==> config.mk <==
export PLATFORM = sky130hd
export DESIGN_NAME = stage3_pc_unit
export DESIGN_NICKNAME = d
export VERILOG_FILES = /design/src/rtl/stage3_types_pkg.sv /design/src/rtl/stage3_hart_scheduler.sv /design/src/rtl/stage3_pc_unit.sv
export SDC_FILE = /design/constraint.sdc
export NUM_CORES = 1
export LEC_CHECK = 0
export BUFFER_PORTS_ARGS = -buffer_cell sky130_fd_sc_hd__clkbuf_2
export CAP_MARGIN = 20
export CELL_PAD_IN_SITES_DETAIL_PLACEMENT = 1
export CELL_PAD_IN_SITES_GLOBAL_PLACEMENT = 1
export CORE_ASPECT_RATIO = 1.5
export CORE_MARGIN = 3
export CORE_UTILIZATION = 29
export DETAILED_ROUTE_END_ITERATION = 10
export GPL_TIMING_DRIVEN = 0
export PLACE_DENSITY_LB_ADDON = 0.1
export SYNTH_ARGS = -nofsm -noshare
export SYNTH_HDL_FRONTEND = slang
export SYNTH_SLANG_ARGS = --single-unit
export TNS_END_PERCENT = 10
==> constraint.sdc <==
create_clock -name CLK -period 0.8 [get_ports CLK]
set_input_delay 0.04 -clock CLK [delete_from_list [all_inputs] [get_ports CLK]]
set_output_delay 0.04 -clock CLK [all_outputs]
set_load 0.05 [all_outputs]
==> src/rtl/stage3_types_pkg.sv <==
// Shared types and constants for the stage3 program-counter unit.
// Hart-index width is derived from the hart count through hart_w().
package stage3_types_pkg;

  localparam logic [31:0] RESET_PC_DEFAULT = 32'h0000_0200;
  localparam logic [31:0] PC_ALIGN_MASK    = 32'hFFFF_FFFC;
  localparam int unsigned MAX_HARTS        = 16;
  localparam int unsigned HART_IDX_W       = 4;

  // Widest hart index the unit supports.
  typedef logic [HART_IDX_W-1:0] hart_idx_t;

  // Source selected for one hart's PC register on the next edge.
  typedef enum logic [1:0] {
    PC_HOLD,
    PC_NPC,
    PC_REDIRECT
  } pc_sel_t;

  function automatic int unsigned hart_w(input int unsigned n);
    return (n <= 1) ? 1 : $clog2(n);
  endfunction

endpackage

==> src/rtl/stage3_hart_scheduler.sv <==
// Round-robin pointer that picks the hart fetch services next.
// Halted harts are skipped; with no runnable hart the pointer holds.
module stage3_hart_scheduler #(
  parameter int unsigned NUM_HARTS = 1,
  parameter int unsigned HART_W    = 1
) (
  input  logic                 clk,
  input  logic                 rst,
  input  logic [NUM_HARTS-1:0] hart_halt,
  input  logic                 fetch_adv,
  output logic [HART_W-1:0]    fetch_hart,
  output logic                 fetch_valid_c
);

  // One extra bit so ptr + offset never overflows before the wrap.
  localparam int unsigned SUM_W = HART_W + 1;

  logic [HART_W-1:0] ptr_q, ptr_d;
  logic [SUM_W-1:0]  sum;
  logic              found;
  logic              advance;

  // Scan forward from ptr (wrapping) for the first runnable hart; offset
  // NUM_HARTS revisits ptr itself so a lone runnable hart keeps the slot.
  always_comb begin
    ptr_d   = ptr_q;
    sum     = '0;
    found   = 1'b0;
    advance = fetch_adv || hart_halt[ptr_q];
    if (advance) begin
      for (int off = 1; off <= int'(NUM_HARTS); off++) begin
        sum = {1'b0, ptr_q} + SUM_W'(off);
        if (sum >= SUM_W'(NUM_HARTS)) begin
          sum = sum - SUM_W'(NUM_HARTS);
        end
        if (!found && !hart_halt[HART_W'(sum)]) begin
          ptr_d = HART_W'(sum);
          found = 1'b1;
        end
      end
    end
  end

  always_ff @(posedge clk) begin
    if (rst) begin
      ptr_q <= '0;
    end else begin
      ptr_q <= ptr_d;
    end
  end

  assign fetch_hart    = ptr_q;
  assign fetch_valid_c = !rst && !hart_halt[ptr_q];

endmodule

==> src/rtl/stage3_pc_unit.sv <==
// Architectural PC registers for every hart plus the fetch hart scheduler.
// Redirects from execute/CSR take priority over fetch's next-PC loads.
module stage3_pc_unit
  import stage3_types_pkg::*;
#(
  parameter int unsigned NUM_HARTS = 1,
  parameter logic [31:0] RESET_PC  = RESET_PC_DEFAULT,
  localparam int unsigned HART_W   = hart_w(NUM_HARTS)
) (
  input  logic                        CLK,
  input  logic                        RST,
  input  logic [NUM_HARTS-1:0][31:0]  npc,
  input  logic [NUM_HARTS-1:0]        pc_en,
  input  logic                        redirect_valid,
  input  logic [HART_W-1:0]           redirect_hart,
  input  logic [31:0]                 redirect_pc,
  input  logic [NUM_HARTS-1:0]        hart_halt,
  input  logic                        fetch_adv,
  output logic [NUM_HARTS-1:0][31:0]  pc,
  output logic [HART_W-1:0]           fetch_hart,
  output logic                        fetch_valid,
  output logic                        redirect_misaligned
);

  logic redir_ok;
  logic misaligned_q, misaligned_d;

  // Out-of-range hart indices are possible when NUM_HARTS is not a power of two.
  always_comb begin
    redir_ok     = redirect_valid &&
                   ({1'b0, redirect_hart} < (HART_W + 1)'(NUM_HARTS));
    misaligned_d = redir_ok && (redirect_pc[1:0] != 2'b00);
  end

  always_ff @(posedge CLK) begin
    if (RST) begin
      misaligned_q <= 1'b0;
    end else begin
      misaligned_q <= misaligned_d;
    end
  end

  assign redirect_misaligned = misaligned_q;

  for (genvar h = 0; h < int'(NUM_HARTS); h++) begin : g_hart
    pc_sel_t     sel;
    logic [31:0] pc_q, pc_d;

    always_comb begin
      sel  = PC_HOLD;
      pc_d = pc_q;
      if (redir_ok && (redirect_hart == HART_W'(h))) begin
        sel = PC_REDIRECT;
      end else if (pc_en[h]) begin
        sel = PC_NPC;
      end
      unique case (sel)
        PC_REDIRECT: pc_d = redirect_pc & PC_ALIGN_MASK;
        PC_NPC:      pc_d = npc[h] & PC_ALIGN_MASK;
        default:     pc_d = pc_q;
      endcase
    end

    always_ff @(posedge CLK) begin
      if (RST) begin
        pc_q <= RESET_PC;
      end else begin
        pc_q <= pc_d;
      end
    end

    assign pc[h] = pc_q;
  end

  stage3_hart_scheduler #(
    .NUM_HARTS (NUM_HARTS),
    .HART_W    (HART_W)
  ) u_sched (
    .clk           (CLK),
    .rst           (RST),
    .hart_halt     (hart_halt),
    .fetch_adv     (fetch_adv),
    .fetch_hart    (fetch_hart),
    .fetch_valid_c (fetch_valid)
  );

endmodule
; Yosys cells after proc, flatten, opt, wreduce, memory -nomap -nowiden
; Cells that the tools add are included.
; W data, S select, Z words.
[word_totals]
register_bits = 34
inputBits = 71
out_inout_bits = 35
elab_cells = 30
[classes]
n_addsub = 2
n_lt_le_gt_ge = 4
n_eq_ne = 2
mux = 7
bitwise_logic = 2
n_reduce_logical = 10
[op_table]
columns = cell, n
row1 = $pmux W32 S2, 1
row2 = $mux W1, 5
row3 = $logic_and A1 B1 Y1, 4
row4 = $reduce_bool A2 Y1, 2
row5 = $lt A1 B1 Y1 const B, 3
row6 = $add A1 B1 Y2 const B, 1
row7 = $eq A2 B1 Y1 const B, 1
row8 = $eq A2 B2 Y1 const B, 1
row9 = $ge A2 B1 Y1 const B, 1
row10 = $logic_not A1 Y1, 2
row11 = $mux W2, 1
row12 = $not A1 Y1, 2
row13 = $reduce_and A2 Y1, 1
row14 = $logic_or A1 B1 Y1, 1
row15 = $sub A1 B1 Y1 const B, 1

; Depth between registers and ports, before layout
[logic_depth]
word_depth = 8
mapped_depth = 4
mapped_depth_nobuf = 2

; Modules after synthesis
; A second synthesis with hierarchy kept.
[hier_totals]
cells_unflattened = 147
area_unflattened_um2 = 1567.8
[by_module_without_submodules]
columns = mod, instances, cells_each, area_each_um2, seq_area_each_um2
row1 = stage3_pc_unit, 1, 144, 1552.7, 620.6
row2 = stage3_hart_scheduler, 1, 3, 15.0, 0.0

; Worst setup path before layout
; No wires, ideal clock.
[synth_timing]
kind = in2out
start = in RST
end = out fetch_valid
arrival_ns = 1.034
required_ns = 0.760
setup_slack_ns = -0.274
path_stages = 3
path_buffers = 2
cell_sequence = buf_2 -> clkbuf_1 -> nor2_1
[synth_via]
elab_chain_len = 2
[synth_lines]
columns = item, line
row1 = "start, declared", stage3_pc_unit.sv:11  ; input logic RST,
row2 = $logic_not A1 Y1, stage3_hart_scheduler.sv:53  ; assign fetch_valid_c = !rst && !hart_halt[ptr_q];
row3 = $logic_and A1 B1 Y1, stage3_hart_scheduler.sv:53
row4 = "end, declared", stage3_pc_unit.sv:21  ; output logic fetch_valid,
; Every way passes these cells.

; Worst setup path after layout
[layout_timing]
start = reg g_hart[0].pc_q[31], in the netlist pc[31]
end = out pc[31] (netlist bit)
[layout_rtl]
columns = item, line
row1 = "start, declared", stage3_pc_unit.sv:47  ; logic [31:0] pc_q, pc_d;
row2 = "start signal, assigned", stage3_pc_unit.sv:68  ; pc_q <= pc_d;
row3 = "end, declared", stage3_pc_unit.sv:19  ; output logic [NUM_HARTS-1:0][31:0] pc,
; No word-level cell between the ends.

==> flow_summary.yaml <==
run_status:
  outcome: "complete, but fails checks"
  violations: "setup timing"
sta:
  final_max_slew_viol_count: 0
  timing.slew.headroom_pct: 60.25
  hold_violations: 0
  setup_tns_ns: -0.4244
  fmax_ghz: 1.202
  grt_setup_unrepaired: "yes"
  min_period_ns: 0.8320
  clock_skew_ns: 0
  layout_setup_ws_ns: -0.03196
  worst_pin_slew_ns: 0.5963
  setup-violations-final: 23
  holdWs_ns: 0.01536
  fin_crit_sh_pct: 104.0
global_route:
  grt_pass1_vias: 1658
  gr-usage-all-layers_pct: 16.35
  met2_usage_pct: 30.13
  use_met3_pct: 4.556
  grt_overflow: 0
  grt_max_degree: 11
  top_usage_layer: "met2"
  grt_first_pass_wirelength_mm: 7.941
  met1_usage_pct: 17.77
  antenna_found_initial: 0
die:
  die_h_um: 96.09
  dieArea_mm2: 0.006347
  boundaryPins: 106
  core_mm2: 0.005205
  start_util_pct: 30.14
  die_x_um: 66.06
  std_cell_rows: 32
synthesis:
  synth_area_leaders: "dfxtp_1 40%, mux2i_1 19%, nor3b_1 14%"
  yosys_register_bits: 31
  ys_seq_area_share_pct: 39.55
  synth_area_leader_cell: "dfxtp_1"
  netlist.area_leader.share_pct: 39.55
  synthCells: 147
  avgSynthCellArea_um2: 10.67
  yosysUniqueCellTypes: 17
  yosys_warnings: 0
  synth_area_mm2: 0.001569
worst_setup_path:
  slowest_delay_ns: 0.35
  ff2ff_path_depth: 2
  cp.required_ns: 0.76
  arrival_ns: 0.79
  r2r-end: "pc[6]"
  reg2reg_slack_ns: 0.05
  cpLargestDelayFamily: "flip-flops"
  slowest_stage: "dfxtp_2"
  critical_path.max_fanout: 2
  end_kind: "output port"
  timing.rr.start: "pc[6]"
  worstSetupPathType: "reg2out"
  cp_cell_sequence: "clkbuf_16"
  crit_buf_inv: 1
  cp-start-kind: "register"
clocking:
  cts_root_buffer: "clkbuf_8"
  cts_sinks: 31
  clk_latency_ns: 0.27
  numCtsBuffers: 5
  cts_tree: "done"
  cts_buffer_depth: 2
  cts_setup_buffers: 0
  clkTransAtPathRegs_ns: 0.07
  htreeDepth: 2
final_layout:
  fin_cells: 323
  drive_above_1_share_pct: 61.57
  synthToLayoutAreaGrowth_pct: 77.19
  finalNetCount: 325
  insertedDiodeCount: 0
worst_hold_path:
  hold_end: "redirect_misaligned"
  hold_path.class: "in2reg"
  whs_path_depth: 2
  min_from: "RST"
power:
  vdd_drop_max_v: 0.001158
  power_mw: 4.733
  power.leakage_nw: 1.248
  powerDensity_mw_per_mm2: 1702
drt:
  via_per_inst: 4.755
  routed_wl_mm: 4.949
  detail-route-antenna-nets: 0
  drc: 0
  wl_per_cell_um: 15.32
  vias: 1536
  drt_iter0_markers: 48
  firstDrtPassIters: 4
place:
  preCtsSetupSlack_ns: -0.1940
  gp_congestion: 0.6913
  dp_cells: 314
  dp_hpwl_mm: 3.597
  port_buffers: 97
flow_run:
  max-cap-violations: 0
==> synth_stat cells <==
cell type and number:
a31oi_1 1, buf_2 7, mux2i_1 30, inv_1 1, buf_12 3, buf_4 3
nor4b_1 1, nor2_1 2, clkbuf_1 6, nand2b_1 1, conb_1 1, dfxtp_1 31
a211oi_1 25, nor3b_1 29, nor3_1 1, a211oi_2 4, buf_6 1
==> kinds of logic (layout without fill, tap and decap cells) <==
| family | Yosys count | count (layout) | share of synthesized area, % |
|---|---|---|---|
| AND/OR/NAND/NOR | 34 | 34 | 15.63 |
| flip-flops | 31 | 31 | 39.55 |
| AO/OA/AOI/OAI | 30 | 30 | 15.55 |
| other | 1 | 3 | 0.2390 |
| buffers and inverters | 21 | 127 | 9.888 |
| multiplexers | 30 | 30 | 19.14 |
==> how the worst max path moves through the flow <==
stage | cells past startpoint | slack (ns) | to | startpoint
5_1_grt | 1 | -0.07 | pc[28] | pc[28]
4_1_cts | 1 | -0.05 | pc[31] | pc[31]
6_report | 1 | -0.03 | pc[31] | pc[31]
3_5_place_dp | 4 | -0.19 | pc[23] | redirect_valid
2_1_floorplan | 2 | -0.08 | pc[20] | pc[20]
3_3_place_gp | 4 | -0.20 | fetch_valid | RST
==> flip-flops by register name (all words and copies together) (netlist names) <==
name                 count
pc                      30
redirect_misaligned      1
==> repair_timing <==
item | CTS | global route
pin swaps | 0 | 2
setup endpoints to repair | 32 | 37
hold endpoints to repair | 1 | 0
hold buffers | 1 | 0
resized for setup | 81 | 19
==> placed cells by master (no fill, tap or decap) <==
cell type and n:
conb_1 3, clkbuf_4 1, dfxtp_4 2, buf_6 1, buf_12 3, nor2_1 1, clkbuf_2 65, a211oi_1 23
a211oi_2 6, clkbuf_16 15, nor4b_1 1, mux2i_1 30, nor3_1 1, clkbuf_8 7, buf_4 4, nand2b_1 1
dlygate4sd3_1 1, inv_1 1, buf_8 16, nor3b_1 29, clkbuf_1 6, dfxtp_2 29, nor2_2 1, a31oi_1 1
buf_2 7
==> power by group <==
part           internal [mW]  switching [mW]  leakage, nW
logic                  0.771           0.811        0.930
registers               1.69           0.112        0.267
clock network          0.785           0.562       0.0515
total                   3.25            1.48         1.25
==> metrics by stage <==
| stage | util (%) | instance area (um2) |
|---|---|---|
| after floorplan | - | 1622 |
| after global placement | 42.12 | 2192 |
| after detailed placement | 42.12 | 2192 |
| after CTS | 52.84 | 2750 |
| after global routing | 53.41 | 2780 |
| final | 53.41 | 2780 |
==> layout make-up <==
| class | instances | area (um2) |
|---|---|---|
| tap | 68 | 85.08 |
| clock buffer | 8 | 100.1 |
| multi-input combinational | 97 | 813.3 |
| buffer | 20 | 155.1 |
| timing repair buffer | 98 | 958.4 |
| fill | 591 | 2425 |
| inverter | 1 | 3.754 |
| sequential | 31 | 664.4 |
==> layer usage <==
layer  wire length, um  up-vias
li1                  -      755
met1              1915      706
met2              2608       66
met3               349        9
met4                76        0
met5                 0        -
Note: power is estimated with default switching activity, not from simulation.
